## config.mk

```make
export PLATFORM = sky130hd
export DESIGN_NAME = i2s_master
export DESIGN_NICKNAME = d
export VERILOG_FILES = /design/src/rtl/i2s_master_pkg.sv /design/src/rtl/i2s_sck_gen.sv /design/src/rtl/i2s_master.sv
export SDC_FILE = /design/constraint.sdc
export NUM_CORES = 1
export LEC_CHECK = 0
export ABC_AREA = 1
export BUFFER_PORTS_ARGS = -buffer_cell sky130_fd_sc_hd__buf_4
export CORE_MARGIN = 2
export CORE_UTILIZATION = 55
export DETAILED_ROUTE_END_ITERATION = 10
export HOLD_SLACK_MARGIN = 0.12
export PLACE_DENSITY = 0.79
export SETUP_SLACK_MARGIN = 0.3
export SLEW_MARGIN = 20
export SYNTH_ARGS = -nofsm -noshare
export SYNTH_HDL_FRONTEND = slang
export SYNTH_SLANG_ARGS = --single-unit
```

## constraint.sdc

```tcl
create_clock -name clk -period 2.1 [get_ports clk]
set_clock_uncertainty 0.05 [all_clocks]
set_input_delay 0 -clock clk [delete_from_list [all_inputs] [get_ports clk]]
set_output_delay 0 -clock clk [all_outputs]
set_load 0.02 [all_outputs]
```

## src/rtl/i2s_master_pkg.sv

```systemverilog
// Shared types for the I2S master.
// Channel encoding matches the WS line level.
package i2s_master_pkg;

  typedef enum logic {
    CH_LEFT  = 1'b0,
    CH_RIGHT = 1'b1
  } ch_e;

  function automatic ch_e ch_of(input logic i_right);
    return i_right ? CH_RIGHT : CH_LEFT;
  endfunction

endpackage

```

## src/rtl/i2s_sck_gen.sv

```systemverilog
// SCK divider: free-running div_cnt, registered SCK,
// and single-clk rise/fall strobes decoded from the count.
module i2s_sck_gen
  import i2s_master_pkg::*;
#(
  parameter int CLK_DIV = 256
) (
  input  logic i_clk,
  input  logic i_arstn,
  output logic o_sck,
  output logic o_rise,
  output logic o_fall
);

  localparam int CW = $clog2(CLK_DIV);
  localparam logic [CW-1:0] RISE_AT = CW'(CLK_DIV / 2 - 1);
  localparam logic [CW-1:0] FALL_AT = CW'(CLK_DIV - 1);

  logic [CW-1:0] r_div_cnt;
  logic          r_sck;

  assign o_rise = (r_div_cnt == RISE_AT);
  assign o_fall = (r_div_cnt == FALL_AT);
  assign o_sck  = r_sck;

  // divider counts 0..CLK_DIV-1 and wraps
  always_ff @(posedge i_clk or negedge i_arstn) begin
    if (!i_arstn) begin
      r_div_cnt <= '0;
    end else if (o_fall) begin
      r_div_cnt <= '0;
    end else begin
      r_div_cnt <= r_div_cnt + 1'b1;
    end
  end

  // sck toggles on the two decoded strobes
  always_ff @(posedge i_clk or negedge i_arstn) begin
    if (!i_arstn) begin
      r_sck <= 1'b0;
    end else if (o_rise) begin
      r_sck <= 1'b1;
    end else if (o_fall) begin
      r_sck <= 1'b0;
    end
  end

endmodule

```

## src/rtl/i2s_master.sv

```systemverilog
// Stereo Philips I2S master: slot/WS sequencing,
// MSB-first TX on SCK falls, RX sampling on SCK rises.
module i2s_master
  import i2s_master_pkg::*;
#(
  parameter int CLK_DIV    = 256,
  parameter int WS_DIV     = 64,
  parameter int DATA_WIDTH = 24
) (
  input  logic                  clk,
  input  logic                  arstn,
  output logic                  sck,
  output logic                  ws,
  input  logic                  sdi,
  output logic                  sdo,
  input  logic [DATA_WIDTH-1:0] data_send_left,
  input  logic [DATA_WIDTH-1:0] data_send_right,
  output logic [DATA_WIDTH-1:0] data_recv_left,
  output logic [DATA_WIDTH-1:0] data_recv_right
);

  localparam int H  = WS_DIV / 2;
  localparam int SW = $clog2(WS_DIV);
  localparam int DW = DATA_WIDTH;

  localparam logic [SW-1:0] SLOT_LAST = SW'(WS_DIV - 1);
  localparam logic [SW-1:0] HALF      = SW'(H);
  localparam logic [SW-1:0] J_ONE     = SW'(1);
  localparam logic [SW-1:0] J_TWO     = SW'(2);
  localparam logic [SW-1:0] J_LAST    = SW'(DW);

  function automatic logic [SW-1:0] slot_j(
    input logic [SW-1:0] i_s
  );
    return (i_s >= HALF) ? i_s - HALF : i_s;
  endfunction

  logic          w_sck;
  logic          w_rise;
  logic          w_fall;

  logic [SW-1:0] r_slot;
  ch_e           r_ch;
  logic          r_sdo;
  logic [DW-1:0] r_tx_shift;
  logic [DW-1:0] r_rx_shift;
  logic [DW-1:0] r_recv_l;
  logic [DW-1:0] r_recv_r;

  logic [SW-1:0] w_slot_nxt;
  logic [SW-1:0] w_j;
  logic [SW-1:0] w_j_nxt;
  ch_e           w_ch_nxt;
  logic [DW-1:0] w_tx_word;
  logic [DW-1:0] w_tx_next;
  logic [DW-1:0] w_rx_next;
  logic          w_rx_bit;
  logic          w_rx_done;

  i2s_sck_gen #(
    .CLK_DIV(CLK_DIV)
  ) u_sck_gen (
    .i_clk  (clk),
    .i_arstn(arstn),
    .o_sck  (w_sck),
    .o_rise (w_rise),
    .o_fall (w_fall)
  );

  assign w_slot_nxt = (r_slot == SLOT_LAST)
                    ? '0 : r_slot + 1'b1;
  assign w_j        = slot_j(r_slot);
  assign w_j_nxt    = slot_j(w_slot_nxt);
  assign w_ch_nxt   = ch_of(w_slot_nxt >= HALF);
  assign w_tx_word  = (w_ch_nxt == CH_RIGHT)
                    ? data_send_right
                    : data_send_left;
  assign w_tx_next  = r_tx_shift << 1;
  assign w_rx_next  = (r_rx_shift << 1) | DW'(sdi);
  assign w_rx_bit   = w_rise
                    && (w_j >= J_ONE)
                    && (w_j <= J_LAST);
  assign w_rx_done  = w_rise && (w_j == J_LAST);

  assign sck             = w_sck;
  assign ws              = (r_ch == CH_RIGHT);
  assign sdo             = r_sdo;
  assign data_recv_left  = r_recv_l;
  assign data_recv_right = r_recv_r;

  // slot and ws advance on the SCK fall, one bit ahead of the MSB
  always_ff @(posedge clk or negedge arstn) begin
    if (!arstn) begin
      r_slot <= '0;
      r_ch   <= CH_LEFT;
    end else if (w_fall) begin
      r_slot <= w_slot_nxt;
      r_ch   <= w_ch_nxt;
    end
  end

  // word is latched entering j==1, then shifted out MSB first
  always_ff @(posedge clk or negedge arstn) begin
    if (!arstn) begin
      r_tx_shift <= '0;
      r_sdo      <= 1'b0;
    end else if (w_fall) begin
      unique case (1'b1)
        (w_j_nxt == J_ONE): begin
          r_tx_shift <= w_tx_word;
          r_sdo      <= w_tx_word[DW-1];
        end
        ((w_j_nxt >= J_TWO) && (w_j_nxt <= J_LAST)): begin
          r_tx_shift <= w_tx_next;
          r_sdo      <= w_tx_next[DW-1];
        end
        default: begin
          r_sdo <= 1'b0;
        end
      endcase
    end
  end

  // sdi is shifted in on rises within the data slots
  always_ff @(posedge clk or negedge arstn) begin
    if (!arstn) begin
      r_rx_shift <= '0;
    end else if (w_rx_bit) begin
      r_rx_shift <= w_rx_next;
    end
  end

  // completed word lands in the channel selected by ws
  always_ff @(posedge clk or negedge arstn) begin
    if (!arstn) begin
      r_recv_l <= '0;
      r_recv_r <= '0;
    end else if (w_rx_done) begin
      if (r_ch == CH_RIGHT) begin
        r_recv_r <= w_rx_next;
      end else begin
        r_recv_l <= w_rx_next;
      end
    end
  end

endmodule

```

==> results.sh <==
export IMPL_status="finished, final reports clean"
export IMPL_drtPass1Iterations=5
export IMPL_postRouteWirelength_um=18900
export IMPL_cellPowerDensity_mw_per_mm2=485
export IMPL_drv_cap=0
export IMPL_cts_reportedPaths_clkPinSlew_ns=0.12
export IMPL_yosysSeqAreaShare=0.529
export IMPL_period_needed_ns=2.02
export IMPL_grt_pass1_vias=5344
export IMPL_yosys_area_top_type_share=0.529
export IMPL_seqPwrFrac=0.571
export IMPL_postLayoutCoreUtil=0.834
export IMPL_syn_nets=690
export IMPL_worstPathMaxFanout=7
export IMPL_layout_commonest_cell="nand2_1"
export IMPL_cts_root_buf="clkbuf_8"
export IMPL_crit_type="reg2reg"
export IMPL_drt_iter0_markers=668
export IMPL_n_antenna_cell=0
export IMPL_cts_tree="yes"
export IMPL_slew_headroom=0.597
export IMPL_clk_path_buf_depth=2
export IMPL_grt_overflow=0
export IMPL_antenna_found_initial=0
export IMPL_clkLatencyLatePin_ns=0.40
export IMPL_start_util=0.568
export IMPL_remaining_drc_errors=0
export IMPL_final_cell_mix="nand2_1, buf_4, dfrtp_1"
export IMPL_grt_pass1_wl_um=25900
export IMPL_peakVddDrop_v=0.000381
export IMPL_drive_gt1_frac=0.316
export IMPL_boundaryPins=102
export IMPL_syn_to_final_growth_pct=46.8
export IMPL_fmaxAchievable_mhz=495
export IMPL_htree_levels=3
export IMPL_viasPerCell=5.94
export IMPL_p_switching_uw=978
export IMPL_hpwlAfterDp_um=7680
export IMPL_die_y_um=102
export IMPL_timing_final_crit_share=0.962
export IMPL_drtAntennaViolNets=0
export IMPL_slew_viol_final=0
export IMPL_rsz0062_at_grt="true"
export IMPL_hold_path_class="in2async"
export IMPL_netSwitchingFraction=0.262
export IMPL_arrival_ns=2.30
export IMPL_grt_max_degree=112
export IMPL_die_area_mm2=0.0103
export IMPL_finalInstanceArea_mm2=0.00771
export IMPL_yosysTopAreaCell="dfrtp_1"
export IMPL_cp_data_required_time_ns=2.38
export IMPL_vias=5662
export IMPL_dpl_cell_area_mm2=0.00609
export IMPL_synth_area_leaders="dfrtp_1, nand2_1, o21ai_0, nand3_1, inv_1"
export IMPL_synth_warning_count=0
export IMPL_grt_total_usage=0.325
export IMPL_p_comb_frac=0.068
export IMPL_wl_per_cell_um=19.8
export IMPL_avgSynthCellArea_um2=8.28
export IMPL_leakagePower_uw=0.00369
export IMPL_power_uw=3740
export IMPL_synthCells=634
export IMPL_start_kind="flop"
export IMPL_portBuffers=101
export IMPL_end_kind="flop"
export IMPL_place_gp_congestion=0.893
export IMPL_setup_tns_ns=0
export IMPL_die_w_um=102
export IMPL_num_rows=35
export IMPL_synth_cell_types=29
export IMPL_netlist_area_mm2=0.00525
export IMPL_core_area_mm2=0.00924
export IMPL_clkPwrFrac=0.361
export IMPL_hold_viol=0
export IMPL_intPower_uw=2760
export IMPL_setup_viol=0
export IMPL_cts_buffers=9
export IMPL_fin_nets=875
export IMPL_rrSetupSlack_ns=0.08
export IMPL_synth_seq_cells=111
export IMPL_cts_sinks=111
export IMPL_max_slew_worst_pin_slew_ns=0.604
per-stage QoR:
step           setup slack (ns)  hold slack, ns  std cells
2_1_floorplan             0.335          -0.346        634
3_3_place_gp             0.0761          0.0667        844
3_5_place_dp             0.0111          0.0725        844
4_1_cts                   0.268           0.198        938
5_1_grt                 -0.0164           0.236        953
6_report                 0.0791           0.143        953
cell type report:
type,count,area (um^2)
sequential,111,2780
multi-input combinational,453,2550
timing repair buffer,196,1800
fill,467,1530
inverter,48,198
tap,129,161
clock buffer,9,124
clock inverter,7,87.6
synthesized netlist by cell type:
library cell  number
nor2_1            13
inv_2              3
buf_4              4
nor3_1             3
ha_1               5
nor2_2             2
clkbuf_1          12
o21ai_0           61
clkinv_1           1
o211ai_4           1
nand2_4            5
nand4_1            2
nor2_4             2
buf_6              8
or2_2              1
buf_8              1
nor3_2             1
buf_2              7
nand2_8            1
nand3_2            5
nand3_1           56
o21ai_2            1
inv_1             44
nand2_1          246
dfrtp_1          111
nand3b_1           1
a21oi_4            1
o21ai_1           20
nand2_2           16
layer usage:
metal  part of all wire  routed length (um)  GRT usage  vias up
li1                   -                   -          -     2401
met1               0.35                6630      0.395     2643
met2               0.48                9110      0.562      481
met3               0.10                1880     0.0614      137
met4              0.066                1250      0.151        0
met5                  0                   0          0        -
flip-flops by register name, summed over array words and instances, names as in the netlist:
signal	count
u_sck_gen.o_sck	1
r_rx_shift	23
data_recv_right	24
ws	1
r_tx_shift	23
r_slot	6
u_sck_gen.r_div_cnt	8
data_recv_left	24
sdo	1
power groups by stage:
stage	combinational (uW)	sequential [uW]	clock [uW]
global route	276	2140	1420
floorplan	35.2	2180	0
finish	254	2140	1350
global placement	155	2180	0
CTS	233	2140	1330
detailed placement	158	2180	0
worst max-delay path: stages, from the launching register on:
cell and delay [ns]:
dfrtp_2 0.45, buf_4 0.15, nand3_1 0.09, nand2_1 0.15, nand2_1 0.13, nor2_4 0.20
nand2_8 0.10, nand2_8 0.17, buf_16 0.16, nand2_2 0.05, nand2_1 0.09, nand2_1 0.09
nand2_1 0.08
final timing paths:
kind	start	to	cells past startpoint
worst max register to register	r_slot[0]$_DFFE_PN0N_	r_tx_shift[11]$_DFFE_PN0P_	12
worst min register to register	r_tx_shift[0]$_DFFE_PN0P_	r_tx_shift[0]$_DFFE_PN0P_	2
max in group asynchronous	arstn	r_slot[3]$_DFFE_PN0N_	3
worst min-delay path	arstn	u_sck_gen.r_div_cnt[4]$_DFF_PN0_	3
worst max-delay path	r_slot[0]$_DFFE_PN0N_	r_tx_shift[11]$_DFFE_PN0P_	12
min in group clk	sdi	data_recv_right[0]$_DFFE_PN0P_	4
timing repair:
item / in CTS / in global routing
gates resized for setup: 48 / 84
hold endpoints to repair: 138 / 0
endpoints found under the setup margin: 95 / 105
pin swaps: 11 / 34
setup buffers: 18 / 8
cloned: 10 / 7
hold buffers: 50 / 0
cell families (layout without fill, tap and decap cells):
kind of cell | after synthesis | in the layout | share of synthesized area
buffers and inverters | 80 | 260 | 0.0753
adder cells (fa/ha/maj) | 5 | 5 | 0.0119
AO/OA/AOI/OAI | 84 | 91 | 0.0860
AND/OR/NAND/NOR | 354 | 357 | 0.298
flip-flops | 111 | 111 | 0.529
No activity file was read; power rests on OpenSTA's default activity.
